$ cat src/rtl/pipe_pkg.sv
// Shared pipeline constants: stage indices for the classic five-stage layout
// and the default parameter values used by pipe_ctrl.
package pipe_pkg;

  typedef enum logic [2:0] {
    STG_IF  = 3'd0,
    STG_ID  = 3'd1,
    STG_EX  = 3'd2,
    STG_MEM = 3'd3,
    STG_WB  = 3'd4
  } stage_e;

  localparam int IF_STAGE  = 0;
  localparam int ID_STAGE  = 1;
  localparam int EX_STAGE  = 2;
  localparam int MEM_STAGE = 3;
  localparam int WB_STAGE  = 4;

  localparam int STAGES_DEF      = 5;
  localparam int CNT_W_DEF       = 32;
  localparam int STALL_LIMIT_DEF = 1024;

endpackage

$ cat src/rtl/sat_counter.sv
// Saturating up-counter; clr has priority over inc, one-cycle update latency.
module sat_counter #(
  parameter int W = 32
) (
  input  logic         clk,
  input  logic         clr,
  input  logic         inc,
  output logic [W-1:0] cnt
);

  always_ff @(posedge clk) begin
    if (clr) begin
      cnt <= '0;
    end else if (inc && (cnt != {W{1'b1}})) begin
      cnt <= cnt + W'(1);
    end
  end

endmodule

$ cat src/rtl/pipe_ctrl.sv
// Pipeline valid/stall/flush control: registered stage valids, combinational holds and retire,
// older-stage stalls hold all younger stages, flushes kill younger stages even while held.
module pipe_ctrl
  import pipe_pkg::*;
#(
  parameter int STAGES      = STAGES_DEF,
  parameter int CNT_W       = CNT_W_DEF,
  parameter int STALL_LIMIT = STALL_LIMIT_DEF
) (
  input  logic              clk,
  input  logic              rst,
  input  logic              fetch_valid,
  input  logic [STAGES-1:0] stall_req,
  input  logic [STAGES-1:0] flush_req,
  input  logic              cnt_clr,
  output logic [STAGES-1:0] stage_valid,
  output logic [STAGES-1:0] stage_stall,
  output logic              fetch_ready,
  output logic              retire,
  output logic [CNT_W-1:0]  retire_cnt,
  output logic [CNT_W-1:0]  stall_cnt,
  output logic              deadlock
);

  localparam int RUN_W = $clog2(STALL_LIMIT + 1);
  localparam logic [RUN_W-1:0] RUN_TRIP = RUN_W'(STALL_LIMIT - 1);

  logic [STAGES-1:0] kill;
  logic [STAGES-1:0] valid_q;
  logic [STAGES-1:0] valid_d;
  logic [RUN_W-1:0]  run_cnt;
  logic              cnt_rst;
  logic              unused_flush0;

  // A flush from stage 0 has no younger stage to kill.
  assign unused_flush0 = flush_req[0];

  for (genvar i = 0; i < STAGES; i++) begin : g_stage
    assign stage_stall[i] = |stall_req[STAGES-1:i];

    if (i == STAGES - 1) begin : g_last
      assign kill[i] = 1'b0;
    end else begin : g_kill
      assign kill[i] = |flush_req[STAGES-1:i+1];
    end

    if (i == 0) begin : g_fetch
      assign valid_d[i] = stage_stall[i] ? (valid_q[i] & ~kill[i]) : fetch_valid;
    end else begin : g_advance
      assign valid_d[i] = stage_stall[i] ? (valid_q[i] & ~kill[i])
                                         : (~stage_stall[i-1] & valid_q[i-1] & ~kill[i-1]);
    end
  end

  always_ff @(posedge clk) begin
    if (rst) begin
      valid_q <= '0;
    end else begin
      valid_q <= valid_d;
    end
  end

  assign stage_valid = valid_q;
  assign fetch_ready = ~stage_stall[0];
  assign retire      = valid_q[STAGES-1] & ~stage_stall[STAGES-1];
  assign cnt_rst     = rst | cnt_clr;

  sat_counter #(.W(CNT_W)) u_retire_cnt (
    .clk (clk),
    .clr (cnt_rst),
    .inc (retire),
    .cnt (retire_cnt)
  );

  sat_counter #(.W(CNT_W)) u_stall_cnt (
    .clk (clk),
    .clr (cnt_rst),
    .inc (stage_stall[0]),
    .cnt (stall_cnt)
  );

  // Run length of the current unbroken stall; any free cycle restarts it.
  sat_counter #(.W(RUN_W)) u_run_cnt (
    .clk (clk),
    .clr (cnt_rst | ~stage_stall[0]),
    .inc (stage_stall[0]),
    .cnt (run_cnt)
  );

  // Trips on the edge where the run length reaches STALL_LIMIT.
  always_ff @(posedge clk) begin
    if (cnt_rst) begin
      deadlock <= 1'b0;
    end else if (stage_stall[0] && (run_cnt >= RUN_TRIP)) begin
      deadlock <= 1'b1;
    end
  end

endmodule
$ cat config.mk
export PLATFORM = sky130hd
export DESIGN_NAME = pipe_ctrl
export DESIGN_NICKNAME = d
export VERILOG_FILES = /design/src/rtl/pipe_pkg.sv /design/src/rtl/sat_counter.sv /design/src/rtl/pipe_ctrl.sv
export SDC_FILE = /design/constraint.sdc
export NUM_CORES = 1
export LEC_CHECK = 0
export ABC_AREA = 1
export BUFFER_PORTS_ARGS = -buffer_cell sky130_fd_sc_hd__clkbuf_2
export CORE_UTILIZATION = 50
export CTS_CLUSTER_SIZE = 40
export DETAILED_ROUTE_END_ITERATION = 8
export GPL_TIMING_DRIVEN = 1
export PLACE_DENSITY_LB_ADDON = 0.3
export SLEW_MARGIN = 30
export SYNTH_ARGS = -nofsm -noshare
export SYNTH_HDL_FRONTEND = slang
export SYNTH_HIERARCHICAL = 1
export SYNTH_SLANG_ARGS = --single-unit
$ cat constraint.sdc
create_clock -name clk -period 2.3 [get_ports clk]
set_input_delay 0.23 -clock clk [delete_from_list [all_inputs] [get_ports clk]]
set_output_delay 0.23 -clock clk [all_outputs]
set_load 0.005 [all_outputs]
==> run summary <==
status = finished clean
Initial DRC Count = 176
max frequency = 0.512 GHz
vias in the first global route = 4471
Final Hold Fails = 0
Pre-antenna DRT Iters = 4
GRT Overall Usage = 0.239
clk root buf = clkbuf_8
die height = 103 um
Area growth syn-to-layout = 13.4%
Routed Antenna Nets = 0
CTS Hold Bufs = 0
latest clock arrival within the worst-skew pair = 0.35 ns
startpoint types = register
Max Buffers Root-to-Sink = 2
Power Density = 423 nW/um2
die width = 103 um
predominant post-synthesis flop cell = dfxtp_1
CP Capture Type = register
top post-synthesis cells by area = dfxtp_1 (32%), nand2_1 (15%), nor2_1 (12%)
sequential share of the synthesized area = 0.315
Initial Utilization = 0.521
Worst Path Required = 2.59 ns
GRT Residual Overflow = 0
die area = 10700 um2
worst slew pin tran = 0.568 ns
layout cell share with drive strength beyond 1 = 0.226
hold path cells = 3
Pleak = 2.58 nW
share of the synthesized area in the top cell type = 0.315
# setup viols final = 0
pre-CTS WS = 0.395 ns
Avg Cell Area, Syn = 6.44 um2
total of max-cap violations = 0
flops & latches, synth = 81
post-placement cell count = 1010
setup bufs post-CTS = 0
library cells used by synthesis = 32
Post-Layout Cell Count = 1026
TNS Setup = 0 ns
largest net degree at the start of global routing = 42
final worst slack = 0.347 ns
FF-to-FF setup slack = 0.35 ns
CP Class = reg -> reg
Hold Crit Class = in -> reg
final period utilization = 0.849
hpwl dp = 8870 um
post_cts resized = 0
IO Pins = 91
ANT cells = 0
average vias per placed instance = 4.99
Cells after Synth = 799
CTS buffer count = 9
Post-synth EDFFs = 0
row count = 36
synth cell count leaders = nand2_1 (209), nor2_1 (163), dfxtp_1 (81)
Critical Path AT = 2.24 ns
CP Max Fanout = 41
most common cell in the netlist = nand2_1
RePlAce Congestion = 0.852
Final Skew = 0.00606 ns
DRC = 0
Layout Nets = 905
vias = 5115
CTS clk-pin slew, worst paths = 0.08 ns
ys async rst share = 0
VDD IR max = 265 uV
post-synthesis cell area = 5140 um2
Pins Over Slew Limit = 0
core area = 9860 um2
first-pass GRT wire length = 20200 um
relative slew slack = 0.620
Period minus WS final = 1.95 ns
R2R depth = 9
CTS tree = done
Synth warnings = 6
initial antenna violation count = 0
Syn Nets = 816
# port buffers = 89
drt wl/cell = 11.5 um
post-synth top area cell = dfxtp_1
CTS H-tree depth = 3
CTS Sinks = 81
RSZ-0062 raised after global routing = no
WL final = 11800 um
## worst max-delay path, cell delays in order (launching register included)
cell,delay [ns]
dfxtp_1,0.40
ha_1,0.24
inv_1,0.09
nor2_4,0.17
nand2_4,0.10
nor2_8,0.15
nand2_4,0.28
nand2_1,0.24
nand2_1,0.07
a21oi_1,0.13
## cell usage in the layout, fill, tap and decap left out, drive strengths merged, types with 4 or more instances in the layout
cell / count
buf: 6
dfxtp: 81
clkbuf: 100
nand4: 28
clkinv: 5
nand3: 75
a21oi: 50
nor3: 9
nor2: 194
nand2: 235
inv: 85
a31oi: 10
nand3b: 4
## cells by family after synthesis
| family | count (synthesis) | synth area share |
|---|---|---|
| simple gates | 547 | 0.517 |
| buf+inv | 104 | 0.0927 |
| flops | 81 | 0.315 |
| compound gates | 63 | 0.0659 |
| fa+ha+maj | 3 | 0.00730 |
| xor+xnor | 1 | 0.00170 |
## report_power, final
group / total, mW / internal [mW] / switching (mW)
clock network: 0.964 / 0.445 / 0.518
registers: 1.41 / 1.40 / 0.00443
logic: 0.0954 / 0.0328 / 0.0626
total: 2.47 / 1.88 / 0.585
## per-stage QoR
stage	util	hold slack (ns)	instance area, um2	power (mW)
final	0.591	0.105	5830	2.47
after global routing	0.591	0.118	5830	2.58
after CTS	0.591	0.0952	5830	2.51
after detailed placement	0.573	0.442	5650	1.54
after global placement	0.573	0.444	5650	1.54
after floorplan	-	0.299	5140	1.51
## cell type report
type,instances,area [um2]
Clock inverter,5,30.0
Clock buffer,11,151
Tap cell,133,166
Fill cell,986,4030
Timing Repair Buffer,95,490
Multi-Input combinational cell,614,3040
Inverter,87,329
Sequential cell,81,1620
## metal layers
| metal | part of all wire | GRT usage |
|---|---|---|
| met2 | 0.45 | 0.398 |
| met3 | 0.052 | 0.0444 |
| met1 | 0.47 | 0.307 |
| met4 | 0.021 | 0.0878 |
| met5 | 0 | 0 |
## path summary, 6_finish.rpt
check	start	end
max	u_stall_cnt/cnt[0]	u_stall_cnt/cnt[11]
min	fetch_valid	stage_valid[0]
max reg2reg	u_stall_cnt/cnt[0]	u_stall_cnt/cnt[11]
min reg2reg	deadlock	deadlock
## registers in the layout, indices dropped and copies added, names as in the netlist
signal,cells
u_run_cnt/cnt,11
u_retire_cnt/cnt,32
deadlock,1
stage_valid,5
u_stall_cnt/cnt,32
No activity file was read; power rests on OpenSTA's default activity.
